## src/rtl/cmp_stat_collector.sv

```systemverilog
// -----------------------------------------------------------------------------
// cmp_stat_collector
//
// Collects statistics over windows of WIN accepted comparator results.
// Each accepted sample is classified as equal, greater, lesser or illegal (not
// exactly one flag set). The four per-class counts go into the report
// registers when the window's last sample is accepted. The block then
// presents the report and stalls input until the consumer takes it.
// Alongside the counts it tracks the current run of same-class legal samples
// and pulses run_alert once when a run reaches RUN_THRESH.
//
// Ports
//   clk        : clock; all state changes on the rising edge
//   rst_n      : asynchronous active-low reset
//   in_valid   : comparator result present this cycle
//   equal      : result a==b
//   greater    : result a>b
//   lesser     : result a<b
//   in_ready   : block accepts a sample this cycle (high while collecting)
//   rpt_valid  : report fields valid (high while presenting a report)
//   rpt_ready  : consumer takes the report
//   rpt_eq/gt/lt/err : per-window counts of equal/greater/lesser/illegal
//   run_alert  : one-cycle pulse when a run reaches RUN_THRESH
//   run_class  : class of current run (00 none, 01 eq, 10 gt, 11 lt)
// -----------------------------------------------------------------------------
module cmp_stat_collector #(
    parameter int WIN        = 16,
    parameter int RUN_THRESH = 4,
    parameter int CW         = 8
) (
    input  logic          clk,
    input  logic          rst_n,
    input  logic          in_valid,
    input  logic          equal,
    input  logic          greater,
    input  logic          lesser,
    output logic          in_ready,
    output logic          rpt_valid,
    input  logic          rpt_ready,
    output logic [CW-1:0] rpt_eq,
    output logic [CW-1:0] rpt_gt,
    output logic [CW-1:0] rpt_lt,
    output logic [CW-1:0] rpt_err,
    output logic          run_alert,
    output logic [1:0]    run_class
);

    localparam logic [CW-1:0] WIN_C = CW'(WIN);
    localparam logic [CW-1:0] RT_C  = CW'(RUN_THRESH);

    typedef enum logic {
        COLLECT = 1'b0,
        REPORT  = 1'b1
    } state_t;

    state_t        state_q, state_d;

    logic          legal;
    logic [1:0]    smp_class;
    logic [3:0]    hit;          // {err, lt, gt, eq}
    logic          accept;
    logic          last;
    logic          release_rpt;

    logic [CW-1:0] smp_q, smp_d;
    logic [CW-1:0] run_len_q, run_len_d;
    logic [1:0]    run_class_q, run_class_d;
    logic          run_alert_q, run_alert_d;

    // Report registers from the per-class generate slices, packed eq,gt,lt,err
    logic [4*CW-1:0] rpt_flat;

    // ------------------------------------------------------------------
    // Sample classification
    // ------------------------------------------------------------------
    always_comb begin
        // Exactly one flag set: odd parity rules out 0 and 2 set, the AND
        // rules out all three.
        legal     = (equal ^ greater ^ lesser) && !(equal && greater && lesser);
        smp_class = 2'b00;
        if (legal) begin
            if (equal)        smp_class = 2'b01;
            else if (greater) smp_class = 2'b10;
            else              smp_class = 2'b11;
        end
        hit = {~legal, legal & lesser, legal & greater, legal & equal};
    end

    assign accept      = in_valid && (state_q == COLLECT);
    assign last        = (smp_q == WIN_C - 1'b1);
    assign release_rpt = (state_q == REPORT) && rpt_ready;

    // ------------------------------------------------------------------
    // FSM
    // ------------------------------------------------------------------
    always_comb begin
        state_d = state_q;
        case (state_q)
            COLLECT: if (accept && last) state_d = REPORT;
            REPORT:  if (rpt_ready)      state_d = COLLECT;
            default:                     state_d = COLLECT;
        endcase
    end

    // ------------------------------------------------------------------
    // Per-class working counter and report register
    // ------------------------------------------------------------------
    for (genvar gi = 0; gi < 4; gi++) begin : g_cnt
        logic [CW-1:0] cnt_q, cnt_d, cnt_inc;
        logic [CW-1:0] rpt_q, rpt_d;

        always_comb begin
            cnt_inc = cnt_q + CW'(hit[gi]);
            cnt_d   = cnt_q;
            if (release_rpt)  cnt_d = '0;
            else if (accept)  cnt_d = cnt_inc;
            // Report captures the count including the window's last sample
            rpt_d = rpt_q;
            if (accept && last) rpt_d = cnt_inc;
        end

        always_ff @(posedge clk or negedge rst_n) begin
            if (!rst_n) begin
                cnt_q <= '0;
                rpt_q <= '0;
            end else begin
                cnt_q <= cnt_d;
                rpt_q <= rpt_d;
            end
        end

        assign rpt_flat[gi*CW +: CW] = rpt_q;
    end

    // ------------------------------------------------------------------
    // Sample counter and run tracking
    // ------------------------------------------------------------------
    always_comb begin
        smp_d       = smp_q;
        run_len_d   = run_len_q;
        run_class_d = run_class_q;
        run_alert_d = 1'b0;
        if (release_rpt) begin
            smp_d       = '0;
            run_len_d   = '0;
            run_class_d = 2'b00;
        end else if (accept) begin
            smp_d = smp_q + 1'b1;
            if (!legal) begin
                run_len_d   = '0;
                run_class_d = 2'b00;
            end else begin
                if (run_class_q == smp_class) begin
                    if (run_len_q != WIN_C) run_len_d = run_len_q + 1'b1;
                end else begin
                    run_len_d   = {{(CW-1){1'b0}}, 1'b1};
                    run_class_d = smp_class;
                end
                // Fire only on the transition into RUN_THRESH; a run that
                // already sits at the threshold (saturated) does not re-fire.
                run_alert_d = (run_len_d == RT_C) && (run_len_q != RT_C);
            end
        end
    end

    always_ff @(posedge clk or negedge rst_n) begin
        if (!rst_n) begin
            state_q     <= COLLECT;
            smp_q       <= '0;
            run_len_q   <= '0;
            run_class_q <= 2'b00;
            run_alert_q <= 1'b0;
        end else begin
            state_q     <= state_d;
            smp_q       <= smp_d;
            run_len_q   <= run_len_d;
            run_class_q <= run_class_d;
            run_alert_q <= run_alert_d;
        end
    end

    // ------------------------------------------------------------------
    // Outputs
    // ------------------------------------------------------------------
    assign in_ready  = (state_q == COLLECT);
    assign rpt_valid = (state_q == REPORT);
    assign rpt_eq    = rpt_flat[0*CW +: CW];
    assign rpt_gt    = rpt_flat[1*CW +: CW];
    assign rpt_lt    = rpt_flat[2*CW +: CW];
    assign rpt_err   = rpt_flat[3*CW +: CW];
    assign run_alert = run_alert_q;
    assign run_class = run_class_q;

endmodule
```

## config.mk

```make
export PLATFORM = sky130hd
export DESIGN_NAME = cmp_stat_collector
export DESIGN_NICKNAME = d
export VERILOG_FILES = /design/src/rtl/cmp_stat_collector.sv
export SDC_FILE = /design/constraint.sdc
export NUM_CORES = 1
export LEC_CHECK = 0
export CAP_MARGIN = 20
export CORE_UTILIZATION = 25
export CTS_CLUSTER_DIAMETER = 50
export CTS_CLUSTER_SIZE = 14
export DETAILED_ROUTE_END_ITERATION = 8
export GPL_TIMING_DRIVEN = 0
export PLACE_DENSITY_LB_ADDON = 0.25
export SYNTH_ARGS = -nofsm -noshare
export SYNTH_HDL_FRONTEND = slang
export SYNTH_SLANG_ARGS = --single-unit
```

## constraint.sdc

```tcl
create_clock -name clk -period 2 [get_ports clk]
set_input_delay 0.3 -clock clk [delete_from_list [all_inputs] [get_ports clk]]
set_output_delay 0.3 -clock clk [all_outputs]
set_load 0.02 [all_outputs]
```

==> results.sh <==
export IMPL_synthXorXnorAreaFrac_pct=7.45
export IMPL_yosysTopAreaCellShare_pct=49.7
export IMPL_nets=511
export IMPL_synth_edf_count=0
export IMPL_hold_violations=0
export IMPL_setup_viol=0
export IMPL_grtUsageTotal_pct=13.0
export IMPL_clockRootBuffer="clkbuf_16"
export IMPL_cts_sinks=84
export IMPL_gr_total_overflow=0
export IMPL_io_buffers=43
export IMPL_setup_tns_ns=0
export IMPL_period_needed_ns=1.93
export IMPL_start_util_pct=25.6
export IMPL_synth_sequential_area_ratio_pct=49.7
export IMPL_relSlewSlack_pct=55.2
export IMPL_clk_path_buf_depth=2
export IMPL_fin_area_um2=5550
export IMPL_coreArea_um2=16500
export IMPL_die_h_um=132
export IMPL_p_leak_nw=2.26
export IMPL_cts_tree="yes"
export IMPL_fin_skew_ns=0.00770
export IMPL_timing_max_cap_violations=0
export IMPL_antenna_found_initial=0
export IMPL_ir_drop_uv=438
export IMPL_synth_compound_area_share_pct=16.1
export IMPL_synthArstFlopShare_pct=100
export IMPL_path_max_fanout=5
export IMPL_grt_setup_unrepaired="yes"
export IMPL_synth_area_per_cell_um2=9.95
export IMPL_slew_violations=0
export IMPL_rows=47
export IMPL_synthesis_nets=445
export IMPL_final_cell_mix="dfrtp_1 (84), nand2_1 (58), o21ai_0 (40)"
export IMPL_synth_area_mux_share_pct=2.84
export IMPL_layout_commonest_cell="dfrtp_1"
export IMPL_yosys_area_share_simple_pct=16.0
export IMPL_syn_to_final_growth_pct=31.2
export IMPL_critPathRequiredTime_ns=2.23
export IMPL_syn_cell_area_um2=4230
export IMPL_drt_pass1_iter_count=4
export IMPL_synth_area_leaders="dfrtp_1 (50%), o21ai_0 (5.3%), nand2_1 (5.1%)"
export IMPL_fin_crit_sh_pct=96.3
export IMPL_max_freq_mhz=519
export IMPL_vias=3284
export IMPL_grt_pass1_wl_mm=17.5
export IMPL_worstSetupPathType="input pin to flop"
export IMPL_clk_latency_ns=0.35
export IMPL_yosys_most_used_dff="dfrtp_1"
export IMPL_clk_pin_slew_worst_paths_ns=0.06
export IMPL_setup_worst_path_start_class="input pin"
export IMPL_place_hpwl_mm=7.23
export IMPL_dpl_cell_area_um2=5080
export IMPL_io_pins=44
export IMPL_htreeDepth=3
export IMPL_ys_ff_latch=84
export IMPL_place_congestion=0.786
export IMPL_n_antenna_cell=0
export IMPL_ant_nets=0
export IMPL_worst_pin_slew_ns=0.672
export IMPL_end_kind="flop"
export IMPL_vias_per_cell=4.59
export IMPL_whs_ns=0.294
export IMPL_postLayoutCoreUtil_pct=33.6
export IMPL_yosys_warnings=0
export IMPL_fp_dieArea_um2=17400
export IMPL_wl_per_cell_um=14.5
export IMPL_hold_class="input pin to flop"
export IMPL_ys_types=43
export IMPL_synth_top_family_by_area="compound AO/OA/AOI/OAI gates"
export IMPL_syn_instance_count=425
export IMPL_numCtsBuffers=9
export IMPL_grt_pass1_vias=3339
export IMPL_synth_adder_area_share_pct=3.85
export IMPL_grt_max_degree=47
export IMPL_p_per_area_nw_per_um2=990
export IMPL_routed_wl_mm=10.4
export IMPL_die_w_um=132
export IMPL_yosysTopAreaCell="dfrtp_1"
export IMPL_critPathArrivalTime_ns=2.16
export IMPL_drcViolationCount=0
export IMPL_drt_iter0_drc=218
export IMPL_drive_above_1_share_pct=19.2
export IMPL_outcome="completed"
==> worst max-delay path, stage by stage <==
cell and delay (ns):
buf_4 0.14, ha_4 0.23, or2_4 0.22, and2_4 0.17
nor2_4 0.09, ha_2 0.19, and3_4 0.19, and3_4 0.23
nand3_4 0.09, xor2_2 0.21, a21oi_1 0.09
==> timing repair <==
| item | 4_1_cts | 5_1_grt |
|---|---|---|
| resized for setup | 22 | 17 |
| pin swaps | 11 | 4 |
| hold buffers | 1 | 0 |
| setup endpoints to repair | 66 | 29 |
| hold endpoints to repair | 38 | 0 |
| setup buffers | 11 | 2 |
==> power by group <==
group / switching, mW / internal, mW / total (mW)
Combinational: 0.738 / 0.733 / 1.47
Sequential: 0.274 / 2.02 / 2.30
Clock: 0.721 / 1.01 / 1.73
Total: 1.73 / 3.76 / 5.50
==> Yosys cell counts (3+ instances only) <==
master    count
nand2_1      58
xor2_1       13
a22o_1        9
buf_2         4
buf_6         5
o22ai_1       3
mux2i_1       3
ha_1         13
nand3_1      15
nor2_1       33
and3_1       12
clkbuf_1     11
nor3_1        4
o21ai_1       4
inv_1         9
a32o_1        4
dfrtp_1      84
mux2_2        8
a21oi_1      22
o21ai_0      45
xnor2_1      23
a21oi_2       8
o31ai_1       5
buf_4         3
a31oi_1       6
==> path summary, 6_finish.rpt <==
path	start	slack (ns)	end	cells after the start
min reg2reg	g_cnt[2].cnt_q[7]	0.50	g_cnt[2].cnt_q[7]	1
max reg2reg	run_len_q[0]	0.13	run_alert	7
min in group asynchronous	rst_n	0.47	run_len_q[2]	2
max	greater	0.07	rpt_eq[7]	11
max in group asynchronous	rst_n	0.91	rpt_eq[3]	3
min	equal	0.29	run_class[1]	4
==> layer usage <==
layer  track usage, %  routed length (um)
met2             20.1                4730
met4             3.75                 133
met5                0                   0
met1             17.1                5000
met3             4.50                 533
==> through the flow <==
stage / setup slack (ns) / power (mW) / std cells
after floorplan: -0.251 / 3.14 / 425
final: 0.0746 / 5.50 / 716
after detailed placement: -1.25 / 3.79 / 689
after CTS: 0.00492 / 5.56 / 715
after global routing: -0.0230 / 5.84 / 716
after global placement: -2.65 / 3.75 / 688
==> final cells by class <==
class	instances	area, um2
Fill cell	1691	11000
Timing Repair Buffer	58	564
Sequential cell	84	2100
Buffer	20	128
Inverter	9	41.3
Clock buffer	11	243
Multi-Input combinational cell	309	2140
Tap cell	220	275
Clock inverter	5	60.1
==> kinds of logic (layout without fill, tap and decap cells) <==
| family | after synthesis | in the layout |
|---|---|---|
| buf+inv | 32 | 103 |
| flops | 84 | 84 |
| mux | 11 | 11 |
| fa+ha+maj | 13 | 13 |
| simple gates | 139 | 139 |
| xor+xnor | 36 | 36 |
| compound gates | 110 | 110 |
==> state kept, by name, indices dropped and copies added (netlist names) <==
register and flops:
run_len_q 8, g_cnt.cnt_q 32, rpt_eq 8, rpt_gt 8, rpt_err 8, run_class 2
rpt_valid 1, smp_q 8, run_alert 1, rpt_lt 8
(Power assumes the default switching activity.)
